<file path="src/rtl/instr_fetch_unit.sv">
// ---------------------------------------------------------------------------
// instr_fetch_unit
//
// Fetch initiator for the 16-bit MIPS core. Owns the program counter, drives
// it straight into the combinational instruction ROM, and captures the word
// the ROM returns into a single IF/ID register that decode drains through a
// valid/ready handshake. Handles stalls, branch/jump redirects (which squash
// the IF/ID entry), and parks in an END state once the PC leaves the program.
//
// Ports
//   clk             in   clock, all state updates on the rising edge
//   rst_n           in   asynchronous active-low reset
//   fetch_en        in   1 = fetching allowed
//   cpu_pc          out  registered PC presented to the ROM
//   cpu_instruction in   ROM data for cpu_pc, same cycle
//   br_taken        in   branch redirect request
//   br_target       in   branch target address
//   jmp             in   jump redirect request, wins over br_taken
//   jmp_target      in   jump target address
//   dec_ready       in   decode accepts the IF/ID entry this cycle
//   if_valid        out  IF/ID entry valid
//   if_instruction  out  fetched instruction
//   if_pc           out  PC of if_instruction
//   fetch_done      out  high while parked in END
//   fetch_count     out  instructions accepted by decode, wraps at 16 bits
// ---------------------------------------------------------------------------
module instr_fetch_unit #(
  parameter int                  PC_WIDTH   = 16,
  parameter int                  DATA_WIDTH = 16,
  parameter int                  INSTR_NUM  = 15,
  parameter logic [PC_WIDTH-1:0] RESET_PC   = '0
) (
  input  logic                  clk,
  input  logic                  rst_n,
  input  logic                  fetch_en,
  output logic [PC_WIDTH-1:0]   cpu_pc,
  input  logic [DATA_WIDTH-1:0] cpu_instruction,
  input  logic                  br_taken,
  input  logic [PC_WIDTH-1:0]   br_target,
  input  logic                  jmp,
  input  logic [PC_WIDTH-1:0]   jmp_target,
  input  logic                  dec_ready,
  output logic                  if_valid,
  output logic [DATA_WIDTH-1:0] if_instruction,
  output logic [PC_WIDTH-1:0]   if_pc,
  output logic                  fetch_done,
  output logic [15:0]           fetch_count
);

  typedef enum logic [1:0] {
    ST_IDLE = 2'd0,
    ST_RUN  = 2'd1,
    ST_END  = 2'd2
  } state_t;

  // Instructions are 2 bytes, so bit 0 of any PC is always forced low.
  localparam logic [PC_WIDTH-1:0] LP_RESET_PC  = {RESET_PC[PC_WIDTH-1:1], 1'b0};
  localparam logic [PC_WIDTH-1:0] LP_INSTR_NUM = PC_WIDTH'(INSTR_NUM);
  localparam logic [PC_WIDTH-1:0] LP_PC_STEP   = PC_WIDTH'(2);

  state_t                r_state;
  logic [PC_WIDTH-1:0]   r_pc;
  logic                  r_valid;
  logic [DATA_WIDTH-1:0] r_instr;
  logic [PC_WIDTH-1:0]   r_ifPc;
  logic                  r_fetchDone;
  logic [15:0]           r_count;

  logic [PC_WIDTH-1:0]   w_wordAddr;
  logic [PC_WIDTH-1:0]   w_target;
  logic [PC_WIDTH-1:0]   w_targetWord;
  logic                  w_inRange;
  logic                  w_targetInRange;
  logic                  w_redirect;
  logic                  w_transfer;
  logic                  w_load;

  // The whole word address is compared, so anything past the last ROM word
  // (including far-away targets) counts as out of program.
  assign w_wordAddr      = {1'b0, r_pc[PC_WIDTH-1:1]};
  assign w_inRange       = (w_wordAddr < LP_INSTR_NUM);

  assign w_target        = jmp ? {jmp_target[PC_WIDTH-1:1], 1'b0}
                               : {br_target[PC_WIDTH-1:1], 1'b0};
  assign w_targetWord    = {1'b0, w_target[PC_WIDTH-1:1]};
  assign w_targetInRange = (w_targetWord < LP_INSTR_NUM);

  // Redirects are only honoured once fetching has started.
  assign w_redirect      = (r_state != ST_IDLE) && (jmp || br_taken);
  assign w_transfer      = r_valid && dec_ready;
  assign w_load          = (r_state == ST_RUN) && w_inRange &&
                           (!r_valid || dec_ready) && !w_redirect;

  // Single sequential block: PC, IF/ID register, handshake counter and the
  // IDLE/RUN/END controller with its registered fetch_done flag. A redirect
  // always squashes the IF/ID entry, but a transfer that happens in the same
  // cycle is still counted. A redirect in RUN keeps the FSM in RUN so the new
  // target is range-checked on the following cycle.
  always_ff @(posedge clk or negedge rst_n) begin
    if (!rst_n) begin
      r_state     <= ST_IDLE;
      r_pc        <= LP_RESET_PC;
      r_valid     <= 1'b0;
      r_instr     <= '0;
      r_ifPc      <= '0;
      r_fetchDone <= 1'b0;
      r_count     <= 16'd0;
    end else begin
      if (w_transfer) begin
        r_count <= r_count + 16'd1;
      end

      if (w_redirect) begin
        r_pc    <= w_target;
        r_valid <= 1'b0;
      end else if (w_load) begin
        r_instr <= cpu_instruction;
        r_ifPc  <= r_pc;
        r_valid <= 1'b1;
        r_pc    <= r_pc + LP_PC_STEP;
      end else if (w_transfer) begin
        r_valid <= 1'b0;
      end

      case (r_state)
        ST_IDLE: begin
          if (fetch_en) begin
            r_state <= ST_RUN;
          end
        end
        ST_RUN: begin
          if (!fetch_en) begin
            r_state <= ST_IDLE;
          end else if (!w_redirect && !w_inRange) begin
            r_state     <= ST_END;
            r_fetchDone <= 1'b1;
          end
        end
        ST_END: begin
          if (w_redirect && w_targetInRange) begin
            r_state     <= ST_RUN;
            r_fetchDone <= 1'b0;
          end
        end
        default: begin
          r_state     <= ST_IDLE;
          r_fetchDone <= 1'b0;
        end
      endcase
    end
  end

  assign cpu_pc         = r_pc;
  assign if_valid       = r_valid;
  assign if_instruction = r_instr;
  assign if_pc          = r_ifPc;
  assign fetch_done     = r_fetchDone;
  assign fetch_count    = r_count;

endmodule

</file>
<file path="config.mk">
export PLATFORM = sky130hd
export DESIGN_NAME = instr_fetch_unit
export DESIGN_NICKNAME = d
export VERILOG_FILES = /design/src/rtl/instr_fetch_unit.sv
export SDC_FILE = /design/constraint.sdc
export NUM_CORES = 1
export LEC_CHECK = 0
export CORE_MARGIN = 3
export CORE_UTILIZATION = 39
export CTS_CLUSTER_DIAMETER = 30
export CTS_CLUSTER_SIZE = 40
export DETAILED_ROUTE_END_ITERATION = 8
export PLACE_DENSITY = 0.74
export SYNTH_ARGS = -nofsm -noshare
export SYNTH_HDL_FRONTEND = slang
export SYNTH_SLANG_ARGS = --single-unit
export TNS_END_PERCENT = 20
</file>
<file path="constraint.sdc">
create_clock -name clk -period 1.7 [get_ports clk]
set_input_delay 0.51 -clock clk [delete_from_list [all_inputs] [get_ports clk]]
set_output_delay 0.51 -clock clk [all_outputs]
set_load 0.1 [all_outputs]
</file>
# After elaboration in Yosys (flattened, before gate mapping)
# Index checks and enable logic that the tools add are counted.
[word_totals] inputBits=54 output_inout_bits=66 regBits=68
[op_classes] n_addsub=2 mux=15 n_bitwise=2 eq_ne=7 n_reduce_logical=19 n_lt_le_gt_ge=2
[op_table] op="$mux W16" count=3
[op_table] op="$lt A15 B4 Y1 const B" count=2
[op_table] op="$add A16 B1 Y16 const B" count=1
[op_table] op="$add A16 B2 Y16 const B" count=1
[op_table] op="$mux W2" count=4
[op_table] op="$logic_and A1 B1 Y1" count=7
[op_table] op="$mux W1" count=6
[op_table] op="$ne A2 B2 Y1 const B" count=3
[op_table] op="$pmux W2 S3" count=1
[op_table] op="$reduce_and A4 Y1" count=1
[op_table] op="$reduce_bool A2 Y1" count=2
[op_table] op="$logic_not A1 Y1" count=3
[op_table] op="$ne A3 B2 Y1 const B" count=1
[op_table] op="$pmux W1 S3" count=1
[op_table] op="$reduce_and A3 Y1" count=1
[op_table] op="$reduce_bool A3 Y1" count=1
[op_table] op="$eq A2 B1 Y1 const B" count=1
[op_table] op="$eq A2 B2 Y1 const B" count=1
[op_table] op="$logic_not A2 Y1" count=1
[op_table] op="$logic_or A1 B1 Y1" count=2
[op_table] op="$ne A2 B1 Y1 const B" count=1
[op_table] op="$not A1 Y1" count=2
[op_table] op="$reduce_and A2 Y1" count=1

# Logic depth before layout (Yosys ltp)
# Gate-level depths: netlist of the first run.
[logic_depth] depth_word=7 ltp_mapped=6

# Worst setup path after synthesis of the first run
# Ideal clock, no wire load.
[synth_timing] kind="flip-flop to flip-flop" startpoint="register r_pc[1], in the netlist cpu_pc[1]" endpoint="register r_instr[15], in the netlist if_instruction[15]" arrival_time_ns=2.112 path_slack_ns=-0.538 setup_ns=0.126 required_time_ns=1.574 stages_incl_launch_ff=7 path_cell_list="dfrtp_1 > nand4_1 > and4_4 > and3_1 > buf_6 > buf_12 > mux2_4"
[synth_between] elab_chain_len=5
[synth_lines] element="from (decl)" line="62" source="logic [PC_WIDTH-1:0] r_pc;"
[synth_lines] element="from (signal assigned)" line="114" source="r_pc <= w_target;"
[synth_lines] element="from (signal assigned)" line="120" source="r_pc <= r_pc + LP_PC_STEP;"
[synth_lines] element="$lt A15 B4 Y1" line="81" source="assign w_inRange = (w_wordAddr < LP_INSTR_NUM);"
[synth_lines] element="$logic_and A1 B1 Y1 (2 in a row)" line="91" source="assign w_load = (r_state == ST_RUN) && w_inRange &&"
[synth_lines] element="$logic_and A1 B1 Y1" line="92" source="(!r_valid || dec_ready) && !w_redirect;"
[synth_lines] element="$reduce_and A2 Y1 (no line)"
[synth_lines] element="to (signal assigned)" line="117" source="r_instr <= cpu_instruction;"
[synth_lines] element="to (decl)" line="64" source="logic [DATA_WIDTH-1:0] r_instr;"
# Every way passes these cells.
# A chain may end at the register's enable or synchronous reset.

# Final worst setup path of the first run
[layout_timing] startpoint="register r_pc[10], in the netlist cpu_pc[10]" endpoint="register r_instr[4], in the netlist if_instruction[4]"
# Same word-level chain as after synthesis.

==> results.yml, run 1 <==
run_status:
  status: "finished with violations"
  violations: "setup timing"
placed_design:
  place_hpwl_um: 5990
  io_buffer_count: 115
  post-place-ws_ps: -518
  place_congestion: 0.794
route:
  drcViolationCount: 0
  ant_nets: 0
  first_iter_violations: 60
  first_pass_iters: 4
  routed_via_density: 4.88
  wl_per_cell_um: 15.7
  vias: 2489
  routed_wl_um: 8000
worst_setup_path:
  crit_path_max_fanout: 7
  worstPathArrival_ps: 2080
  worstSetupStartpointType: "register"
  crit_buf_inv: 1
  worstReg2RegStart: "cpu_pc[10]"
  max_stage_delay_ps: 490
  reg2reg_to: "if_instruction[4]"
  crit_chain: "nor4_1, and4_4, and3_4, buf_12, mux2_4"
  crit_type: "register to register"
  crit_slowest_cell: "dfrtp_4"
  cp_data_required_time_ps: 1930
  startpoint: "cpu_pc[10]"
  crit_cells: 5
  reg2regPathDepth: 5
  r2r_slack_ps: -160
  end_kind: "register"
  cp-endpoint: "if_instruction[4]"
  crit_family: "simple AND/OR/NAND/NOR gates"
layout:
  layout-drive-gt1-share: 0.450
  area_growth_pct: 86.4
  fillers: 454
  antennaDiodeCount: 0
  nets: 462
pwr:
  p_leak_nw: 2.46
  cellPowerDensity_nw_per_um2: 1010
  power_w: 0.00565
  ir_drop_v: 0.000854
sta:
  report.final.slew_viol_count: 0
  fin_crit_ps: 1860
  layout_setup_ws_ps: -157
  final.period_utilization: 1.09
  fmax_ghz: 0.538
  hold_viol: 0
  fin_skew_ps: 6.13
  rsz0062_at_grt: "yes"
  final-setup-viol-count: 32
grt:
  antenna_found_initial: 0
  grt_pass1_vias: 2658
  gr-total-overflow: 0
  grt_max_degree: 67
  grtUsageTotal: 0.193
  grt_pass1_wl_um: 13000
yosys:
  synth_top_cell_area_share: 0.552
  seq_area_frac_synth: 0.552
  netlist-cell-type-count: 42
  synth_ff_type: "dfrtp_1"
  ys_top_cells_by_area: "dfrtp_1, mux2_4, xnor2_1, mux2i_1, nor2b_1"
  async_reset_ff_frac: 1.00
  synthCells: 244
  ys_seq_elements: 66
  synth_warnings: 0
  synth_edf_count: 0
  mappedNetlistArea_um2: 2990
  synth_area_leader_cell: "dfrtp_1"
  syn_area_per_cell_um2: 12.3
floorplan:
  die_area_um2: 8760
  start_util: 0.406
  io_pins: 120
  fp.dieH_um: 93.6
  dieWidth_um: 93.6
  coreArea_um2: 7370
  rows: 31
clock_network:
  ctsRootBufferMaster: "clkbuf_8"
  clk_pin_slew_worst_paths_ps: 80
  insertion_delay_ps: 340
  clockBufferDepth: 2
  cts_tree: "done"
  clock_sinks: 66
  htree_num_levels: 3
  cts_buffers: 9
  postCtsSetupBuffers: 0
run:
  drv_cap: 0
min_path:
  hold_class: "input pin to async pin"
through the flow:
| stage | cells | hold WS [ps] | area, µm² | util | setup TNS, ps |
|---|---|---|---|---|---|
| final | 510 | 169 | 5580 | 0.757 | -3220 |
| after detailed placement | 492 | 524 | 5230 | 0.710 | -18930 |
| after global placement | 492 | 508 | 5230 | 0.710 | -17490 |
| after floorplan | 245 | 214 | 3040 | - | -8040 |
| after CTS | 509 | 185 | 5510 | 0.747 | -3750 |
| after global routing | 510 | 199 | 5580 | 0.757 | -5540 |
cell usage after synthesis (all sizes together), types with 3 or more instances:
| master | number |
|---|---|
| a211oi | 3 |
| a21oi | 6 |
| and3 | 3 |
| buf | 10 |
| dfrtp | 66 |
| inv | 4 |
| mux2 | 21 |
| mux2i | 11 |
| nand2 | 18 |
| nand3 | 7 |
| nand4 | 6 |
| nor2 | 10 |
| nor2b | 17 |
| nor3 | 4 |
| nor4 | 6 |
| o21ai | 11 |
| xnor2 | 13 |
| xor2 | 4 |
power breakdown:
| group | internal, W | switching [W] |
|---|---|---|
| Combinational | 0.000908 | 0.00140 |
| Clock | 0.000868 | 0.000625 |
| Sequential | 0.00173 | 0.000120 |
| Total | 0.00351 | 0.00214 |
state kept, by name (all words and copies together) (netlist names):
register,cells
cpu_pc,15
fetch_count,16
fetch_done,1
if_instruction,16
if_pc,15
if_valid,1
r_state,2
layer usage:
layer | GRT usage | wire [µm] | vias to the layer above
met3 | 0.0611 | 492 | 14
met4 | 0.0710 | 147 | 0
met1 | 0.242 | 3440 | 1196
met5 | 0 | 0 | -
met2 | 0.313 | 3920 | 90
li1 | - | - | 1189
worst register-to-register path: cells and delay by family, from the launching register on:
kind | cells | cell delay (ps)
multiplexers | 1 | 310
AND/OR/NAND/NOR | 3 | 790
flip-flops | 1 | 490
buffers and inverters | 1 | 150
repair_timing:
item / CTS / global route
cloned: 1 / 1
pin swaps: 6 / 7
endpoints found under the setup margin: 37 / 38
hold endpoints to repair: 0 / 0
hold buffers: 0 / 0
gates resized for setup: 6 / 16
cells by family (layout without fill, tap and decap cells):
logic type	Yosys count	after routing	share of synthesized area
compound gates	30	30	0.0648
xor+xnor	17	17	0.0497
fa+ha+maj	2	2	0.00836
buf+inv	16	182	0.0380
flops	66	66	0.552
mux	32	32	0.140
other cells	1	2	0.00125
simple gates	80	80	0.147
cells in the final DEF, fill, tap and decap left out, types with 2 or more instances in the layout:
cell,count
conb_1,2
nor4_1,2
xnor2_1,13
mux2_4,20
nand3_1,7
ha_1,2
a211oi_1,3
nand3b_1,2
nor2_1,9
buf_4,38
nor2b_1,17
nor3_1,4
nor4_4,3
nand2_1,18
clkinvlp_4,2
and3_1,2
xor2_1,4
clkdlybuf4s50_1,49
inv_1,3
bufinv_16,2
nand4_1,6
clkbuf_8,10
a22o_1,2
buf_6,4
dfrtp_4,4
dfrtp_2,18
o21ai_0,9
buf_12,67
a21oi_1,5
dfrtp_1,44
mux2i_1,11
area by class of cell:
class	instances	area [µm²]	share of cell area
flip-flops and latches	66	1690	0.303
clock buffers	10	138	0.0247
repair buffers	162	2210	0.397
clock inverters	6	88.8	0.0159
inverters	4	15.0	0.00269
well taps	99	124	0.0222
multi-input cells	163	1310	0.235
worst min-delay path by stage:
stage	start	end	slack (ps)	depth (start not counted)
finish	rst_n	fetch_count[13]	170	2
global route	rst_n	fetch_count[15]	200	2
CTS	rst_n	fetch_count[15]	190	2
detailed placement	fetch_count[6]	fetch_count[6]	520	1
global placement	fetch_count[6]	fetch_count[6]	510	1
floorplan	rst_n	cpu_pc[11]	210	0
(Power assumes the default switching activity.)
==> run 2: changes to the inputs <==
--- a/config.mk
+++ b/config.mk
@@ -5,6 +5,7 @@
 export SDC_FILE = /design/constraint.sdc
 export NUM_CORES = 1
 export LEC_CHECK = 0
+export CAP_MARGIN = 20
 export CORE_MARGIN = 3
 export CORE_UTILIZATION = 39
 export CTS_CLUSTER_DIAMETER = 30
==> results of run 2 <==
The final DEF is identical to that of run 1; final timing and power are the same.
==> run 3: changes to the inputs <==
--- a/config.mk
+++ b/config.mk
@@ -5,6 +5,7 @@
 export SDC_FILE = /design/constraint.sdc
 export NUM_CORES = 1
 export LEC_CHECK = 0
+export ABC_AREA = 0
 export CAP_MARGIN = 20
 export CORE_MARGIN = 3
 export CORE_UTILIZATION = 39
@@ -12,6 +13,7 @@
 export CTS_CLUSTER_SIZE = 40
 export DETAILED_ROUTE_END_ITERATION = 8
 export PLACE_DENSITY = 0.74
+export SLEW_MARGIN = 20
 export SYNTH_ARGS = -nofsm -noshare
 export SYNTH_HDL_FRONTEND = slang
 export SYNTH_SLANG_ARGS = --single-unit
==> results of run 3 <==
The final DEF is identical to that of run 1; final timing and power are the same.
